[src/rtl/mc_pkg.sv]
// Shared types and constants for the multicycle MIPS main controller.
// The optional bne support is selected with the MC_BNE_EN macro.
package mc_pkg;

  typedef enum logic [3:0] {
    FETCH   = 4'd0,
    DECODE  = 4'd1,
    MEMADR  = 4'd2,
    MEMRD   = 4'd3,
    MEMWB   = 4'd4,
    MEMWR   = 4'd5,
    EXECUTE = 4'd6,
    ALUWB   = 4'd7,
    BRANCH  = 4'd8,
    ADDIEX  = 4'd9,
    ORIEX   = 4'd10,
    ANDIEX  = 4'd11,
    IMMWB   = 4'd12,
    JUMP    = 4'd13
  } statetype_t;

  localparam logic [5:0] OP_RTYPE = 6'b000000;
  localparam logic [5:0] OP_LW    = 6'b100011;
  localparam logic [5:0] OP_SW    = 6'b101011;
  localparam logic [5:0] OP_BEQ   = 6'b000100;
  localparam logic [5:0] OP_BNE   = 6'b000101;
  localparam logic [5:0] OP_ADDI  = 6'b001000;
  localparam logic [5:0] OP_ORI   = 6'b001101;
  localparam logic [5:0] OP_ANDI  = 6'b001100;
  localparam logic [5:0] OP_J     = 6'b000010;

  localparam logic [2:0] ALUOP_ADD   = 3'b000;
  localparam logic [2:0] ALUOP_SUB   = 3'b001;
  localparam logic [2:0] ALUOP_RTYPE = 3'b010;
  localparam logic [2:0] ALUOP_OR    = 3'b011;
  localparam logic [2:0] ALUOP_AND   = 3'b100;

  // Moore control word; pcwrite and branch are combined into pcen by the top.
  typedef struct packed {
    logic       pcwrite;
    logic       branch;
    logic       irwrite;
    logic       memwrite;
    logic       regwrite;
    logic       iord;
    logic       alusrca;
    logic [1:0] alusrcb;
    logic       memtoreg;
    logic       regdst;
    logic [1:0] pcsrc;
    logic [2:0] aluop;
  } ctrl_t;

endpackage

[src/rtl/mc_outdec.sv]
// Combinational decode of the controller state into the Moore control word.
import mc_pkg::*;

module mc_outdec (
  input  statetype_t i_state,
  output ctrl_t      o_ctrl
);

  always_comb begin
    o_ctrl = '0;
    case (i_state)
      FETCH: begin
        o_ctrl.alusrcb = 2'b01;
        o_ctrl.aluop   = ALUOP_ADD;
        o_ctrl.irwrite = 1'b1;
        o_ctrl.pcwrite = 1'b1;
      end
      DECODE: begin
        o_ctrl.alusrcb = 2'b11;
        o_ctrl.aluop   = ALUOP_ADD;
      end
      MEMADR: begin
        o_ctrl.alusrca = 1'b1;
        o_ctrl.alusrcb = 2'b10;
        o_ctrl.aluop   = ALUOP_ADD;
      end
      MEMRD: begin
        o_ctrl.iord = 1'b1;
      end
      MEMWB: begin
        o_ctrl.memtoreg = 1'b1;
        o_ctrl.regwrite = 1'b1;
      end
      MEMWR: begin
        o_ctrl.iord     = 1'b1;
        o_ctrl.memwrite = 1'b1;
      end
      EXECUTE: begin
        o_ctrl.alusrca = 1'b1;
        o_ctrl.alusrcb = 2'b00;
        o_ctrl.aluop   = ALUOP_RTYPE;
      end
      ALUWB: begin
        o_ctrl.regdst   = 1'b1;
        o_ctrl.regwrite = 1'b1;
      end
      BRANCH: begin
        o_ctrl.alusrca = 1'b1;
        o_ctrl.alusrcb = 2'b00;
        o_ctrl.aluop   = ALUOP_SUB;
        o_ctrl.pcsrc   = 2'b01;
        o_ctrl.branch  = 1'b1;
      end
      ADDIEX: begin
        o_ctrl.alusrca = 1'b1;
        o_ctrl.alusrcb = 2'b10;
        o_ctrl.aluop   = ALUOP_ADD;
      end
      ORIEX: begin
        o_ctrl.alusrca = 1'b1;
        o_ctrl.alusrcb = 2'b10;
        o_ctrl.aluop   = ALUOP_OR;
      end
      ANDIEX: begin
        o_ctrl.alusrca = 1'b1;
        o_ctrl.alusrcb = 2'b10;
        o_ctrl.aluop   = ALUOP_AND;
      end
      IMMWB: begin
        o_ctrl.regwrite = 1'b1;
      end
      JUMP: begin
        o_ctrl.pcsrc   = 2'b10;
        o_ctrl.pcwrite = 1'b1;
      end
      default: o_ctrl = '0;
    endcase
  end

endmodule

[src/rtl/mc_controller.sv]
// Multicycle MIPS main control FSM with a retired-instruction counter.
// Define MC_BNE_EN to accept bne (op 000101); otherwise it is treated as illegal.
import mc_pkg::*;

module mc_controller #(
  parameter int CNT_W = 32
) (
  input  logic             clk,
  input  logic             reset,
  input  logic [5:0]       op,
  input  logic             zero,
  output logic             pcen,
  output logic             irwrite,
  output logic             memwrite,
  output logic             regwrite,
  output logic             iord,
  output logic             alusrca,
  output logic [1:0]       alusrcb,
  output logic             memtoreg,
  output logic             regdst,
  output logic [1:0]       pcsrc,
  output logic [2:0]       aluop,
  output logic             illegal_op,
  output logic [CNT_W-1:0] instr_count
);

  statetype_t       r_state;
  statetype_t       w_next;
  logic             w_illegal;
  logic             w_taken;
  logic             w_retire;
  logic             r_illegal;
  logic [CNT_W-1:0] r_count;
  ctrl_t            w_ctrl;

  always_ff @(posedge clk or posedge reset) begin
    if (reset) r_state <= FETCH;
    else       r_state <= w_next;
  end

  always_comb begin
    w_next    = FETCH;
    w_illegal = 1'b0;
    case (r_state)
      FETCH:  w_next = DECODE;
      DECODE: begin
        case (op)
          OP_LW, OP_SW: w_next = MEMADR;
          OP_RTYPE:     w_next = EXECUTE;
          OP_BEQ:       w_next = BRANCH;
`ifdef MC_BNE_EN
          OP_BNE:       w_next = BRANCH;
`endif
          OP_ADDI:      w_next = ADDIEX;
          OP_ORI:       w_next = ORIEX;
          OP_ANDI:      w_next = ANDIEX;
          OP_J:         w_next = JUMP;
          default: begin
            w_next    = FETCH;
            w_illegal = 1'b1;
          end
        endcase
      end
      MEMADR:  w_next = (op == OP_LW) ? MEMRD : MEMWR;
      MEMRD:   w_next = MEMWB;
      EXECUTE: w_next = ALUWB;
      ADDIEX, ORIEX, ANDIEX: w_next = IMMWB;
      default: w_next = FETCH;
    endcase
  end

`ifdef MC_BNE_EN
  logic r_bne;

  // The IR is not rewritten until FETCH, so the flag from DECODE stays valid in BRANCH.
  always_ff @(posedge clk or posedge reset) begin
    if (reset)                  r_bne <= 1'b0;
    else if (r_state == DECODE) r_bne <= (op == OP_BNE);
  end

  assign w_taken = r_bne ? ~zero : zero;
`else
  assign w_taken = zero;
`endif

  always_ff @(posedge clk or posedge reset) begin
    if (reset) r_illegal <= 1'b0;
    else       r_illegal <= (r_state == DECODE) && w_illegal;
  end

  // Terminal states always return to FETCH, so retiring is a function of state alone.
  assign w_retire = (r_state == MEMWB) || (r_state == MEMWR) || (r_state == ALUWB) ||
                    (r_state == IMMWB) || (r_state == BRANCH) || (r_state == JUMP);

  always_ff @(posedge clk or posedge reset) begin
    if (reset)         r_count <= '0;
    else if (w_retire) r_count <= r_count + CNT_W'(1);
  end

  mc_outdec u_outdec (
    .i_state (r_state),
    .o_ctrl  (w_ctrl)
  );

  assign pcen        = ~reset & (w_ctrl.pcwrite | (w_ctrl.branch & w_taken));
  assign irwrite     = ~reset & w_ctrl.irwrite;
  assign memwrite    = ~reset & w_ctrl.memwrite;
  assign regwrite    = ~reset & w_ctrl.regwrite;
  assign iord        = w_ctrl.iord;
  assign alusrca     = w_ctrl.alusrca;
  assign alusrcb     = w_ctrl.alusrcb;
  assign memtoreg    = w_ctrl.memtoreg;
  assign regdst      = w_ctrl.regdst;
  assign pcsrc       = w_ctrl.pcsrc;
  assign aluop       = w_ctrl.aluop;
  assign illegal_op  = r_illegal;
  assign instr_count = r_count;

endmodule
[config.mk]
export PLATFORM = sky130hd
export DESIGN_NAME = mc_controller
export DESIGN_NICKNAME = d
export VERILOG_FILES = /design/src/rtl/mc_pkg.sv /design/src/rtl/mc_outdec.sv /design/src/rtl/mc_controller.sv
export SDC_FILE = /design/constraint.sdc
export NUM_CORES = 1
export LEC_CHECK = 0
export BUFFER_PORTS_ARGS = -buffer_cell sky130_fd_sc_hd__buf_4
export CAP_MARGIN = 20
export CORE_ASPECT_RATIO = 0.75
export CORE_UTILIZATION = 56
export CTS_CLUSTER_SIZE = 10
export DETAILED_ROUTE_END_ITERATION = 8
export PLACE_DENSITY = 0.87
export SETUP_SLACK_MARGIN = 0.02
export SKIP_LAST_GASP = 1
export SYNTH_ARGS = -nofsm -noshare
export SYNTH_HDL_FRONTEND = slang
export SYNTH_HIERARCHICAL = 1
export SYNTH_SLANG_ARGS = --single-unit
[constraint.sdc]
create_clock -name clk -period 3.8 [get_ports clk]
set_input_delay 0 -clock clk [delete_from_list [all_inputs] [get_ports clk]]
set_output_delay 0 -clock clk [all_outputs]
set_load 0.005 [all_outputs]
Word level (Yosys, flattened, before mapping)
Cells that the tools add are included.
Widths: inputs -> output; s select.
Storage, ports and cells
  register bits after elaboration: 37
  bits of input ports: 9
  logic and storage cells: 64
Operators by class
  $add $sub $neg: 1
  equality and inequality tests: 20
  multiplexer cells: 17
  bitwise logic cells: 7
  reductions and logical operators: 16
Operator list (number)
  $add 32x1->32 const B: 1
  $pmux 4 s7: 1
  $eq 4x4->1 const B: 6
  $pmux 4 s6: 1
  $eq 6x4->1 const B: 3
  $eq 4x3->1 const B: 4
  $eq 6x6->1 const B: 2
  $pmux 3 s4: 1
  $mux 1: 11
  $eq 4x2->1 const B: 2
  $reduce_or 8->1: 1
  $eq 6x2->1 const B: 1
  $eq 6x3->1 const B: 1
  $logic_not 6->1: 1
  $pmux 2 s3: 1
  $reduce_or 2->1: 3
  $reduce_or 3->1: 2
  $reduce_or 6->1: 1
  $and 1x1->1: 5
  $logic_or 1x1->1: 5
  $eq 4x1->1 const B: 1
  $logic_not 4->1: 1
  $pmux 2 s2: 1
  $reduce_or 4->1: 1
  other kinds (4): 4

Logic depth before layout (Yosys ltp)
Gate-level depths: netlist of run 1.
  depth after elaboration: 6
  mapped depth: 6
  gate-level depth less buffers: 5

Cells and area by module
Netlist of run 1, hierarchy kept.
By module, submodules not included
  mc_controller: times used 1, cells an instance 194, area an instance 1938.1 um^2, sequential area each 925.9 um^2
  mc_outdec: times used 1, cells an instance 26, area an instance 167.7 um^2, sequential area each 0.0 um^2

Worst setup path before layout of run 1
No wires, ideal clock.
  path type: reg-to-reg
  start: reg r_state[0]
  end: reg r_count[23], in the netlist instr_count[23]
  arrival: 1.540 ns
  required time: 3.676 ns
  setup slack: 2.135 ns
  stages on the path, launching flop included: 6
  buffers on the path: 0
  cells stage by stage: dfrtp_1 nor2_2 nand2_2 a2111oi_4 nand4_1 xnor2_1
Between the ends
  word-level cells in the longest chain between the ends: 6
  elaborated cells on any way between the ends: 11
RTL lines
  start, declared: RTL line mc_controller.sv:27  | statetype_t r_state;
  start signal, assigned: RTL line mc_controller.sv:38  | else r_state <= w_next;
  $eq 4x3->1: RTL line mc_controller.sv:92  | assign w_retire = (r_state == MEMWB) || (r_state == MEMWR) || (r_state == ALUWB) ||
  $logic_or 1x1->1 (3 in a row): RTL line mc_controller.sv:92
  $logic_or 1x1->1: RTL line mc_controller.sv:93  | (r_state == IMMWB) || (r_state == BRANCH) || (r_state == JUMP);
  $logic_or 1x1->1 *: RTL line mc_controller.sv:93
  end signal, assigned: RTL line mc_controller.sv:97  | else if (w_retire) r_count <= r_count + CNT_W'(1);
  end, declared: RTL line mc_controller.sv:33  | logic [CNT_W-1:0] r_count;
Mark *: on every way between the ends. The rest lies on a longest branch, timed or not.
A chain may end at the register's enable or synchronous reset.

Final worst setup path of run 1
  start: reg r_state[1]
  end: reg r_count[23], in the netlist instr_count[23]
Same word-level chain as after synthesis.

==> results of run 1 <==
[sequential cells by signal (all words and copies together), names as in the netlist]
| signal | flops |
|---|---|
| illegal_op | 1 |
| r_state | 4 |
| instr_count | 32 |
[logic make-up after synthesis]
group,after synthesis
simple gates,106
flops,37
xor+xnor,32
compound gates,30
buf+inv,13
mux,1
fa+ha+maj,1
[metal layers]
layer  GRT usage (%)  vias up  part of all wire (%)
li1                -      899                     -
met1            35.0      859                    50
met2            39.6       55                    44
met3            7.25        6                   5.0
met4            6.21        0                  0.80
met5               0        -                     0
[cell usage in the layout (no fill, tap or decap), types with 3 or more instances in the layout]
| cell type | instances |
|---|---|
| dfrtp_1 | 37 |
| o21a_1 | 3 |
| clkbuf_8 | 5 |
| xnor2_1 | 19 |
| nand3_1 | 10 |
| and4_2 | 4 |
| nand4_1 | 9 |
| nor2b_1 | 3 |
| buf_4 | 57 |
| a21oi_1 | 8 |
| nand2b_1 | 6 |
| nor3_1 | 16 |
| nor2_1 | 22 |
| o21ai_0 | 5 |
| xor2_1 | 13 |
| nand2_1 | 16 |
| inv_1 | 6 |
[power breakdown]
group          leakage [nW]  internal (mW)  total (mW)  switching, mW
logic                 0.676          0.165       0.302          0.137
clock network        0.0450          0.127       0.266          0.139
registers             0.509          0.425       0.511         0.0852
total                  1.23          0.717        1.08          0.362
[worst max path at each step]
stage | slack, ns | end | depth (start not counted)
floorplan | 2.14 | instr_count[23] | 5
global placement | 1.74 | instr_count[23] | 5
detailed placement | 1.73 | instr_count[31] | 5
CTS | 1.71 | instr_count[23] | 5
global route | 1.55 | instr_count[23] | 5
finish | 1.68 | instr_count[23] | 5
[layout make-up]
type                            instances  area share [%]
Sequential cell                        37            35.1
Tap cell                               50            2.37
Inverter                                6           0.855
Timing Repair Buffer                   58            16.6
Clock inverter                          2           0.380
Clock buffer                            6            2.75
Multi-Input combinational cell        170            41.9
[metrics by stage]
stage,utilization (%),cells,setup WS [ns],hold slack [ns]
6_report,76.5,329,1.68,0.0555
3_5_place_dp,73.8,320,1.73,0.164
3_3_place_gp,73.8,320,1.74,0.162
2_1_floorplan,-,220,2.14,0.0302
4_1_cts,76.5,329,1.71,0.0510
5_1_grt,76.5,329,1.55,0.0636
[critical path, delay by kind of cell, from the launching register on]
family           cells  cell delay, ns
flip-flops           1            0.59
XOR/XNOR             1            0.16
AO/OA/AOI/OAI        1            0.67
AND/OR/NAND/NOR      3            0.58
==> summary.txt, run 1 <==
Run status: completed
Period utilization: 55.7%
Max stage delay on crit path: 0.67 ns
Setup bufs post-CTS: 0
Classification of the worst setup path: reg -> reg
Net count after synthesis: 230
Number of flops mapped to enable cells by yosys: 0
Main combinational cell family by area after synthesis: simple AND/OR/NAND/NOR gates
Routed length per instance: 14.1 µm
I/O pin count: 57
Adder-cell area share of the yosys netlist: 0.594%
Main area contributors after synthesis: dfrtp_1, xnor2_1, xor2_1
Vias: 1819
Max Buffers Root-to-Sink: 2
Starting DRC count in detailed routing: 129
Cell area after layout: 2640 µm²
Cell type with the highest aggregate area in the netlist: dfrtp_1
Wire length of the first global-routing pass: 7.33 mm
Maximum capacitance violations: 0
Worst clock skew on the final layout: 0.00574 ns
Number of synthesized register bits: 37
Commonest cells in the synthesized netlist: dfrtp_1, nor2_1, xnor2_1
Worst Tran Pin Value: 0.623 ns
Later-pin clock latency in the skew report: 0.29 ns
Layout cells sized above 1: 28.3%
Dominant register cell in the synthesized netlist: dfrtp_1
Count of input and output buffers: 56
Clk pin slew, worst setup/hold paths: 0.07 ns
Depth of the worst register-to-register path: 5
Overall fraction of global-route tracks in use: 25.2%
Routed via count divided by cell count: 5.53
ANT nets after route: 0
Total wirelength of the detailed-routed design: 4.65 mm
Leakage power: 1.23 nW
Launching instance or port of the critical path: r_state[1]
Gate Count Post-Synth: 220
Average size of a mapped cell: 9.57 µm²
N_diodes: 0
Proportion of synthesized area in mux cells: 0.475%
RSZ-0062 raised after global routing: no
Pin count of the biggest net entering global routing: 38
Number of antenna violations at the first check in global routing: 0
Pwr Density: 409 nW/µm²
Die W: 72.8 µm
Final slew viol count: 0
Vias in the first global route: 1543
Compound-gate portion of the synthesized area: 10.5%
Setup TNS Final: 0 ns
Hold Path Stages: 3
DP HPWL: 3.39 mm
Fillers: 264
Layout overhead on the synthesized area: 25.1%
Inserted Clock Buffers: 5
Final worst path period need: 2.12 ns
R2R setup slack: 1.68 ns
Warnings from Yosys: 6
Clk Tree Root Cell: clkbuf_8
Max stage delay cell, worst path: a2111oi_4
Library cell with the highest instance count after synthesis: dfrtp_1
Required time at the endpoint of the critical path: 3.98 ns
Number of hold violations in the final report: 0
Placer Congestion: 0.834
Final setup violation count: 0
Instance area at placement: 2540 µm²
Die Footprint: 4010 µm²
Site row count: 18
Iteration count of the initial detailed-routing pass: 4
Cell area after synthesis: 2110 µm²
Worst-path fanout max: 18
Category of the worst setup path capture point: register
Number of design rule violations left after detail routing: 0
Max-slew headroom: 58.4%
Capturing point of the worst reg2reg path: instr_count[23]
Clock sink count: 37
Worst setup SP type: register
Effective utilization at floorplan: 61.1%
Count of hold-fix buffers inserted at cts: 1
Worst path arrival time: 2.29 ns
Post-layout net count: 288
Core region area: 3450 µm²
Hold path endpoint: r_state[2]
Portion of synthesized cell area occupied by the leading cell type: 44.0%
Launch point of the worst reg-to-reg path: r_state[1]
Peak VDD IR: 0.000334 V
Post-CTS sizing: 0
Fraction of synthesized cell area in xor and xnor cells: 13.3%
Worst min-delay path category: in -> reg
Congestion Overflow GR: 0
Worst min-delay path startpoint: op[0]
Clock tree from TritonCTS: done
Die outline height: 55.1 µm
Number of distinct library cells after synthesis: 50
CTS H-tree lvls: 2
Area occupied by registers: 926 µm²
Achievable frequency: 0.473 GHz
Async set-or-reset flop fraction in the synthesized netlist: 100%
Share of synthesized cell area in and, or, nand and nor gates: 27.6%
Area taken by multi-input logic gates: 1100 µm²
Critical path, cell by cell: nor2_2 -> nand2_2 -> a2111oi_4 -> nand4_1 -> xnor2_1
Sum of internal, switching and leakage power: 1.08 mW
Share of synthesized area occupied by flip-flops and latches: 44.0%
Note: power is estimated with default switching activity, not from simulation.
==> run 2: changes to the inputs <==
CORE_UTILIZATION = 52   (was 56)
PLACE_DENSITY = 0.82   (was 0.87)
clock period = 2.21 ns   (was 3.8 ns; I/O delays follow)
==> run 2 against run 1 <==
Via count up 0.77%. Total power is 97% higher. Worst hold slack improved by 0.00072 ns. Sequential cell count unchanged. Clock skew grew 0.0061 ns. Worst setup slack got worse by 1.3 ns. Highest routed layer unchanged. Die area grew 7.4%. Clock power grew to 2.6 times the previous value. Largest cell class unchanged.
==> summary.txt, run 2 (synthesis results as in run 1) <==
Count of input and output buffers: 56
Routed length per instance: 14.2 µm
N_diodes: 0
Max Buffers Root-to-Sink: 2
Period utilization: 84.6%
Required time at the endpoint of the critical path: 2.39 ns
Maximum capacitance violations: 0
Launch point of the worst reg-to-reg path: instr_count[3]
Clock tree from TritonCTS: done
Capturing point of the worst reg2reg path: instr_count[31]
Worst clock skew on the final layout: 0.0119 ns
Final worst path period need: 1.87 ns
Effective utilization at floorplan: 56.1%
Fillers: 275
Site row count: 19
Clock power frac: 32.0%
Internal Power: 1.49 mW
Portion of total power attributed to combinational logic: 29.6%
Setup WS post-layout: 0.341 ns
Endpoint of the most critical setup path: instr_count[31]
Pin count of the biggest net entering global routing: 38
Setup bufs post-CTS: 0
Pwr Density: 781 nW/µm²
Later-pin clock latency in the skew report: 0.29 ns
Post-layout net count: 293
Congestion Overflow GR: 0
Die outline height: 57.1 µm
DP HPWL: 3.60 mm
Switching power: 640 µW
Post-Place Worst Slack: 0.353 ns
Instance area at placement: 2580 µm²
Launching instance or port of the critical path: instr_count[3]
Dpl cells: 327
Run status: completed
Layout overhead on the synthesized area: 29.5%
Clock sink count: 37
Iteration count of the initial detailed-routing pass: 4
Routed via count divided by cell count: 5.46
Commonest non-fill, non-tap cell in the layout: buf_4
I/O pin count: 57
Vias in the first global route: 1629
Final setup violation count: 0
CTS H-tree lvls: 2
Layout cells sized above 1: 29.9%
Portion of total power attributed to sequential cells: 38.4%
Number of design rule violations left after detail routing: 0
Switching power share of the total: 30.1%
Placer Congestion: 0.880
Leakage power: 1.28 nW
RSZ-0062 raised after global routing: no
Wire length of the first global-routing pass: 7.78 mm
Commonest non-fill, non-tap cells in the layout: buf_4, dfrtp_1, nor2_1, xnor2_1
Die Footprint: 4310 µm²
Peak VDD IR: 0.000595 V
Number of antenna violations at the first check in global routing: 0
Number of hold violations in the final report: 0
Classification of the worst setup path: reg -> reg
Max-slew headroom: 60.9%
Achievable frequency: 0.535 GHz
Hold Worst Slack: 0.0562 ns
ANT nets after route: 0
Worst path arrival time: 2.05 ns
Worst Tran Pin Value: 0.587 ns
Cell area after layout: 2730 µm²
Overall fraction of global-route tracks in use: 24.1%
Total wirelength of the detailed-routed design: 4.76 mm
Final std cells w/o fill: 336
Starting DRC count in detailed routing: 77
Setup TNS Final: 0 ns
Final slew viol count: 0
Worst min-delay path startpoint: op[0]
Area taken by multi-input logic gates: 1100 µm²
Post-CTS sizing: 0
Category of the worst setup path capture point: register
Worst setup SP type: register
Depth of the worst register-to-register path: 5
Die W: 75.5 µm
Worst min-delay path category: in -> reg
Clk pin slew, worst setup/hold paths: 0.08 ns
R2R setup slack: 0.34 ns
Flip-flop count of the largest register, all copies and words added: 32
Clk Tree Root Cell: clkbuf_8
Count of hold-fix buffers inserted at cts: 1
Vias: 1833
Worst-path fanout max: 8
Area occupied by registers: 926 µm²
Core region area: 3760 µm²
Inserted Clock Buffers: 5
-- run 2: cell count changes in the layout (fill, tap and decap cells not counted), sizes merged --
cell	previous run	this run
buf	57	62
clkbuf	6	5
clkinv	2	1
bufinv	0	2
-- run 2: worst min path at each step --
stage,endpoint,slack (ns),cells past startpoint
floorplan,irwrite,0.03,1
global placement,instr_count[6],0.16,3
detailed placement,instr_count[5],0.17,3
CTS,r_state[2],0.05,3
global route,r_state[2],0.08,3
finish,r_state[2],0.06,3
-- run 2: critical path, cell delays in order, from the launching register on --
cell and delay, ns:
dfrtp_1 0.45, and4_4 0.28, nand3_2 0.10, a2111oi_4 0.56, nand4_1 0.20, xnor2_1 0.16
-- run 2: final cells by class --
cell class	instances	area share (%)
Sequential cell	37	34.0
Clock buffer	5	2.52
Timing Repair Buffer	63	17.4
Clock inverter	3	2.39
Multi-Input combinational cell	170	40.5
Tap cell	52	2.39
Inverter	6	0.826
-- run 2: power groups by stage --
stage	logic, mW	clock network, mW	registers (mW)
floorplan	0.408	0	0.813
global placement	0.616	0	0.819
detailed placement	0.630	0	0.827
CTS	0.632	0.688	0.814
global route	0.700	0.720	0.826
finish	0.631	0.681	0.817
-- run 2: through the flow --
step / util [%] / total power, mW
CTS: 72.6 / 2.13
global placement: 68.8 / 1.43
global route: 72.6 / 2.25
floorplan: - / 1.22
finish: 72.6 / 2.13
detailed placement: 68.8 / 1.46
-- run 2: layer usage --
metal  up-vias  routed length [µm]  global-route usage, %  share of wire (%)
met5         -                   0                      0                  0
met4         0                  41                   6.35               0.86
met3         5                 260                   5.30                5.5
met2        48                2080                   34.1                 44
met1       876                2370                   37.4                 50
li1        904                   -                      -                  -
